**src/rtl/remote_controller.sv**
```systemverilog
// remote_controller
//   Serial receiver/decoder for an infrared-style remote-control frame, one bit per clk.
//   A frame is a start pattern (serial low for one or more cycles, then high for one
//   cycle) followed by 32 data bits, MSB first: custom[15:0], key[7:0], inv_key[7:0].
//   A frame is accepted when the custom code matches CUSTOM_CODE and inv_key is the
//   bitwise complement of key. An accepted key is published on remote_key together
//   with a one-cycle ready strobe.
//
// Ports
//   clk         in   1  system clock; serial sampled on rising edge
//   reset       in   1  asynchronous, active-low reset
//   serial      in   1  serial frame input, idle high, synchronous to clk
//   ready       out  1  one-cycle strobe: remote_key was just updated with a valid key
//   remote_key  out  8  last validly decoded key code, held until the next valid frame

module remote_controller #(
    parameter logic [15:0] CUSTOM_CODE = 16'hAAAA
) (
    input  logic       clk,
    input  logic       reset,
    input  logic       serial,
    output logic       ready,
    output logic [7:0] remote_key
);

    typedef enum logic [2:0] {
        StIdle,
        StStart,
        StCustom,
        StKey,
        StInv
    } state_e;

    state_e      state_q, state_d;
    logic [3:0]  bit_cnt_q, bit_cnt_d;
    // Holds the first 31 data bits of the frame; the 32nd is taken straight from serial.
    logic [30:0] shift_q, shift_d;
    logic        ready_q, ready_d;
    logic [7:0]  remote_key_q, remote_key_d;

    logic [31:0] frame;
    logic        frame_valid;

    // Complete frame as seen on the edge that samples the last inv_key bit.
    assign frame       = {shift_q, serial};
    assign frame_valid = ((frame[15:8] ^ frame[7:0]) == 8'hFF) &&
                         (frame[31:16] == CUSTOM_CODE);

    always_ff @(posedge clk or negedge reset) begin
        if (!reset) begin
            state_q      <= StIdle;
            bit_cnt_q    <= 4'd0;
            shift_q      <= 31'd0;
            ready_q      <= 1'b0;
            remote_key_q <= 8'h00;
        end else begin
            state_q      <= state_d;
            bit_cnt_q    <= bit_cnt_d;
            shift_q      <= shift_d;
            ready_q      <= ready_d;
            remote_key_q <= remote_key_d;
        end
    end

    always_comb begin
        state_d      = state_q;
        bit_cnt_d    = bit_cnt_q;
        shift_d      = shift_q;
        ready_d      = 1'b0;
        remote_key_d = remote_key_q;

        unique case (state_q)
            StIdle: begin
                if (!serial) begin
                    state_d = StStart;
                end
            end

            StStart: begin
                // Low phase of any length is accepted; the first high bit ends the start.
                if (serial) begin
                    state_d   = StCustom;
                    bit_cnt_d = 4'd0;
                end
            end

            StCustom: begin
                shift_d = {shift_q[29:0], serial};
                if (bit_cnt_q == 4'd15) begin
                    state_d   = StKey;
                    bit_cnt_d = 4'd0;
                end else begin
                    bit_cnt_d = bit_cnt_q + 4'd1;
                end
            end

            StKey: begin
                shift_d = {shift_q[29:0], serial};
                if (bit_cnt_q == 4'd7) begin
                    state_d   = StInv;
                    bit_cnt_d = 4'd0;
                end else begin
                    bit_cnt_d = bit_cnt_q + 4'd1;
                end
            end

            StInv: begin
                if (bit_cnt_q == 4'd7) begin
                    state_d   = StIdle;
                    bit_cnt_d = 4'd0;
                    if (frame_valid) begin
                        ready_d      = 1'b1;
                        remote_key_d = frame[15:8];
                    end
                end else begin
                    shift_d   = {shift_q[29:0], serial};
                    bit_cnt_d = bit_cnt_q + 4'd1;
                end
            end

            default: begin
                state_d   = StIdle;
                bit_cnt_d = 4'd0;
            end
        endcase
    end

    assign ready      = ready_q;
    assign remote_key = remote_key_q;

endmodule

```
**config.mk**
```make
export PLATFORM = sky130hd
export DESIGN_NAME = remote_controller
export DESIGN_NICKNAME = d
export VERILOG_FILES = /design/src/rtl/remote_controller.sv
export SDC_FILE = /design/constraint.sdc
export NUM_CORES = 1
export LEC_CHECK = 0
export BUFFER_PORTS_ARGS = -buffer_cell sky130_fd_sc_hd__buf_2
export CAP_MARGIN = 20
export CORE_UTILIZATION = 45
export CTS_CLUSTER_DIAMETER = 40
export DETAILED_ROUTE_END_ITERATION = 10
export GPL_ROUTABILITY_DRIVEN = 0
export SYNTH_ARGS = -nofsm -noshare
export SYNTH_HDL_FRONTEND = slang
export SYNTH_SLANG_ARGS = --single-unit
export TNS_END_PERCENT = 100
```
**constraint.sdc**
```tcl
create_clock -name clk -period 2.82 [get_ports clk]
set_input_delay 0.423 -clock clk [delete_from_list [all_inputs] [get_ports clk]]
set_output_delay 0.423 -clock clk [all_outputs]
set_load 0.005 [all_outputs]
```
* Word level (Yosys, flattened, before mapping)
Index checks and enable logic that the tools add are counted.
** Storage, ports and cells
- Memory bits (read-only) :: 0
- Output and inout port bits :: 9
- Input bits :: 3
- Latch bits :: 0
- Memories :: 0
- Memory bits (writable) :: 0
- Register bits :: 47
- Word-level logic and storage cells :: 46
** Cells by class
- Magnitude comparators :: 0
- Multiplexer cells :: 15
- Bitwise logic cells :: 2
- Multipliers :: 0
- Shift operators :: 0
- Div/mod/pow operators :: 0
- Equality and inequality tests :: 14
- $add $sub $neg :: 1
- Reductions and logical operators :: 9
** Operators with widths (count)
- $pmux 31 s2 :: 1
- $mux 31 :: 1
- $eq 16x16->1 const B :: 1
- $pmux 4 s4 :: 1
- $mux 3 :: 5
- $pmux 3 s5 :: 1
- $mux 4 :: 3
- $ne 2x2->1 const B :: 6
- $eq 8x8->1 const B :: 1
- $xor 8x8->8 :: 1
- $eq 3x2->1 const B :: 2
- $reduce_and 5->1 :: 1
- $add 4x1->4 const B :: 1
- $eq 4x3->1 const B :: 1
- $eq 4x4->1 const B :: 1
- $reduce_and 2->1 :: 2
- $reduce_or 2->1 :: 2
- $eq 3x1->1 const B :: 1
- $eq 3x3->1 const B :: 1
- $logic_not 3->1 :: 1
- $mux 1 :: 3
- $reduce_and 3->1 :: 1
- $reduce_bool 2->1 :: 1
- $logic_and 1x1->1 :: 1
- $not 1->1 :: 1

* Longest topological paths before layout
- Depth after elaboration :: 6
- Gate-level depth with buffers :: 6
- Gate-level depth less buffers :: 5

* Worst setup path after synthesis
Ideal clock, no wire load.
- Path type :: reg2reg
- From :: reg state_q[2]
- To :: reg remote_key_q[0] (netlist: remote_key[0])
- Cell stages (with the launch flop) :: 5
- Clock period less this slack :: 1.759 ns
- Path slack :: 1.061 ns
- Path buffers :: 0
- Arrival time :: 1.634 ns
- Setup time :: 0.125 ns
- Data required time :: 2.695 ns
- Path through :: dfrtp_1 > or3b_4 > nor4_4 > nand4_4 > mux2_2
** On the way
- Word-level cells in the longest chain between the ends :: 2
** RTL lines
- start: declaration :: RTL line 34 : state_e state_q, state_d;
- start signal: assignment :: RTL line 51 : state_q <= StIdle;
- start signal: assignment :: RTL line 57 : state_q <= state_d;
- $eq 3x3->1 :: RTL line 72 : unique case (state_q)
- $reduce_and 3->1 (no source line)
- end signal: assignment :: RTL line 61 : remote_key_q <= remote_key_d;
- end: declaration :: RTL line 39 : logic [7:0] remote_key_q, remote_key_d;
Every way passes these cells.
A chain may end at the register's enable or synchronous reset.

* Final worst setup path
- From :: reg bit_cnt_q[0]
- To :: reg shift_q[18]
** On the way
- Word-level cells in the longest chain between the ends :: 3
** RTL lines
- start: declaration :: RTL line 35 : logic [3:0] bit_cnt_q, bit_cnt_d;
- start signal: assignment :: RTL line 58 : bit_cnt_q <= bit_cnt_d;
- $eq 4x3->1 :: RTL line 108 : if (bit_cnt_q == 4'd7) begin
- $ne 2x2->1 (no source line)
- $reduce_and 2->1 (no source line)
- end signal: assignment :: RTL line 59 : shift_q <= shift_d;
- end: declaration :: RTL line 37 : logic [30:0] shift_q, shift_d;
Every way passes these cells.

==> flow_summary.ini <==
[clocking]
cts_htree_levels = 2
root_buffer = clkbuf_8
cts-buffers-inserted = 5
clk_pin_slew_ns = 0.08
clock-sinks = 47
postCtsSetupBuffers = 0
cts-resized-gates = 0
cts_tree = built
clockBufferDepth = 2
insertion_delay_ns = 0.30
cts_hold_buf = 0

[floorplanning]
coreArea_um2 = 4380
die_x_um = 69.9
dieArea_um2 = 4880
std_cell_rows = 24
dieHeight_um = 69.9
initial_utilization_pct = 47.3
io_pins = 12

[power_and_ir_drop]
irDropWorstVdd_mv = 0.483
comb_power_share_pct = 33.5
p_sw_mw = 0.858
p_leak_nw = 1.02
p_int_mw = 1.71
p_sw_share_pct = 33.4
total_power_mw = 2.57
pwr-share-clk_pct = 18.3
power_density_nw_per_um2 = 1110
p_seq_share_pct = 48.1

[worst_setup_path]
crit_type = register to register
worstPathMaxFanout = 31
end_kind = register
crit_chain = ha_1 -> and3b_1 -> nor2_1 -> nor2_2 -> buf_4 -> mux2_2
cp_top_family = simple AND/OR/NAND/NOR gates
start_kind = register
critPathArrivalTime_ns = 2.20
crit_buf_inv = 1
required_ns = 3.00
cp_slowest_stage_delay_ns = 0.41
cp_slowest_cell = dfrtp_1

[final_layout]
fin_nets = 172
postLayoutCoreUtil_pct = 52.7
drive_above_1_share_pct = 38.7
areaGrowthSynthToFinish_pct = 11.6
insertedDiodeCount = 0

[yosys]
synth_edf_count = 0
synthDistinctLibCells = 34
ys_seq_area_share_pct = 56.8
async_flop_share_pct = 100
synth_cells = 153
synth.area.top_cells = dfrtp_1 57%, mux2_2 21%, xnor2_1 3.4%
synth-seq-cells = 47
synth.avg_cell_area_um2 = 13.5
netlist.area_leader.share_pct = 56.8
synth_top_area_cell = dfrtp_1
synth.most_common_cell = dfrtp_1
synth_warnings = 0
synth_nets = 157
synth-main-ff-cell = dfrtp_1
netlist_area_um2 = 2070
synthTopCellsByCount = 47 x dfrtp_1, 39 x mux2_2, 11 x nand2_1

[sta]
worst_pin_slew_ns = 0.622
fmax_mhz = 495
relSlewSlack_pct = 58.2
period_share_pct = 71.6
fin_setup_tns_ns = 0
setup_viol = 0
finalHoldViolCount = 0
fin_ws_ns = 0.802
rsz0062_at_grt = false
slew_violations = 0
period_needed_ns = 2.02
finalClockSkew_ns = 0.00857

[placed_design]
port_buffers = 11
place_ws_ns = 0.811
place_hpwl_mm = 2.41

[routing]
drt_pass1_iterations = 6
vias = 1219
ant_nets = 0
vias_per_cell = 5.54
drt_iter0_markers = 66
wl_per_cell_um = 16.0
drc = 0
wl_mm = 3.51

[grt]
grt_pass1_wl_mm = 6.00
grt_overflow_total = 0
grt_antenna_before_repair = 0
grt_max_degree = 48
grt_usage_pct = 16.0
grt_pass1_vias = 1221

[outcome]
outcome = finished clean

[run]
maxCapViolations = 0

[hold_path]
hp-class = primary input to register
layout make-up:
cell class / instances / area (µm²)
Clock inverter: 2 / 37.5
Sequential cell: 47 / 1180
Multi-Input combinational cell: 99 / 868
Tap cell: 52 / 65.1
Timing Repair Buffer: 14 / 92.6
Inverter: 1 / 3.75
Fill cell: 368 / 2070
Clock buffer: 5 / 68.8
registers in the layout (all words and copies together) (netlist names):
name / cells
bit_cnt_q: 4
remote_key: 8
state_q: 3
shift_q: 31
ready: 1
final timing paths:
path                       slack, ns            end           from  depth (start not counted)
setup reg to reg                0.80    shift_q[18]   bit_cnt_q[0]                          6
min in group asynchronous       0.48    shift_q[19]          reset                          2
max in group asynchronous       1.90     state_q[2]          reset                          3
hold reg to reg                 0.50  remote_key[5]  remote_key[5]                          1
hold / removal                  0.46     shift_q[0]         serial                          2
setup / recovery                0.80    shift_q[18]   bit_cnt_q[0]                          6
power groups by stage:
stage          clock [mW]  combinational, mW  sequential [mW]
2_1_floorplan           0              0.780             1.13
3_3_place_gp            0              0.828             1.22
3_5_place_dp            0              0.869             1.25
4_1_cts             0.485              0.875             1.23
5_1_grt             0.511              0.958             1.28
6_report            0.472              0.863             1.24
logic make-up (layout without fill, tap and decap cells):
logic type	Yosys count	after routing	synth area share [%]
multiplexers	39	39	21.2
buffers and inverters	7	22	1.45
XOR/XNOR	9	9	3.80
AND/OR/NAND/NOR	36	36	11.5
adder cells (fa/ha/maj)	1	1	0.604
AO/OA/AOI/OAI	14	14	4.65
flip-flops	47	47	56.8
per-stage QoR:
stage | hold WS [ns] | cell area, µm² | instances
final | 0.458 | 2310 | 220
after global routing | 0.475 | 2310 | 220
after CTS | 0.326 | 2280 | 218
after detailed placement | 0.490 | 2180 | 211
after global placement | 0.482 | 2180 | 211
after floorplan | 0.127 | 2070 | 153
cells in the final DEF (no fill, tap or decap), types with 3 or more instances in the layout:
cell,n
a21oi_1,3
buf_2,11
clkbuf_8,5
dfrtp_1,47
mux2_2,39
nand2_1,11
nor2_1,4
nor3b_1,3
o21ai_0,3
xnor2_1,8
layer usage:
| metal | track usage [%] | vias up | routed length (µm) |
|---|---|---|---|
| met3 | 3.61 | 6 | 114 |
| met5 | 0 | - | 0 |
| met4 | 8.00 | 0 | 43 |
| li1 | - | 575 | - |
| met1 | 21.8 | 616 | 1700 |
| met2 | 24.0 | 22 | 1660 |
(Power assumes the default switching activity.)
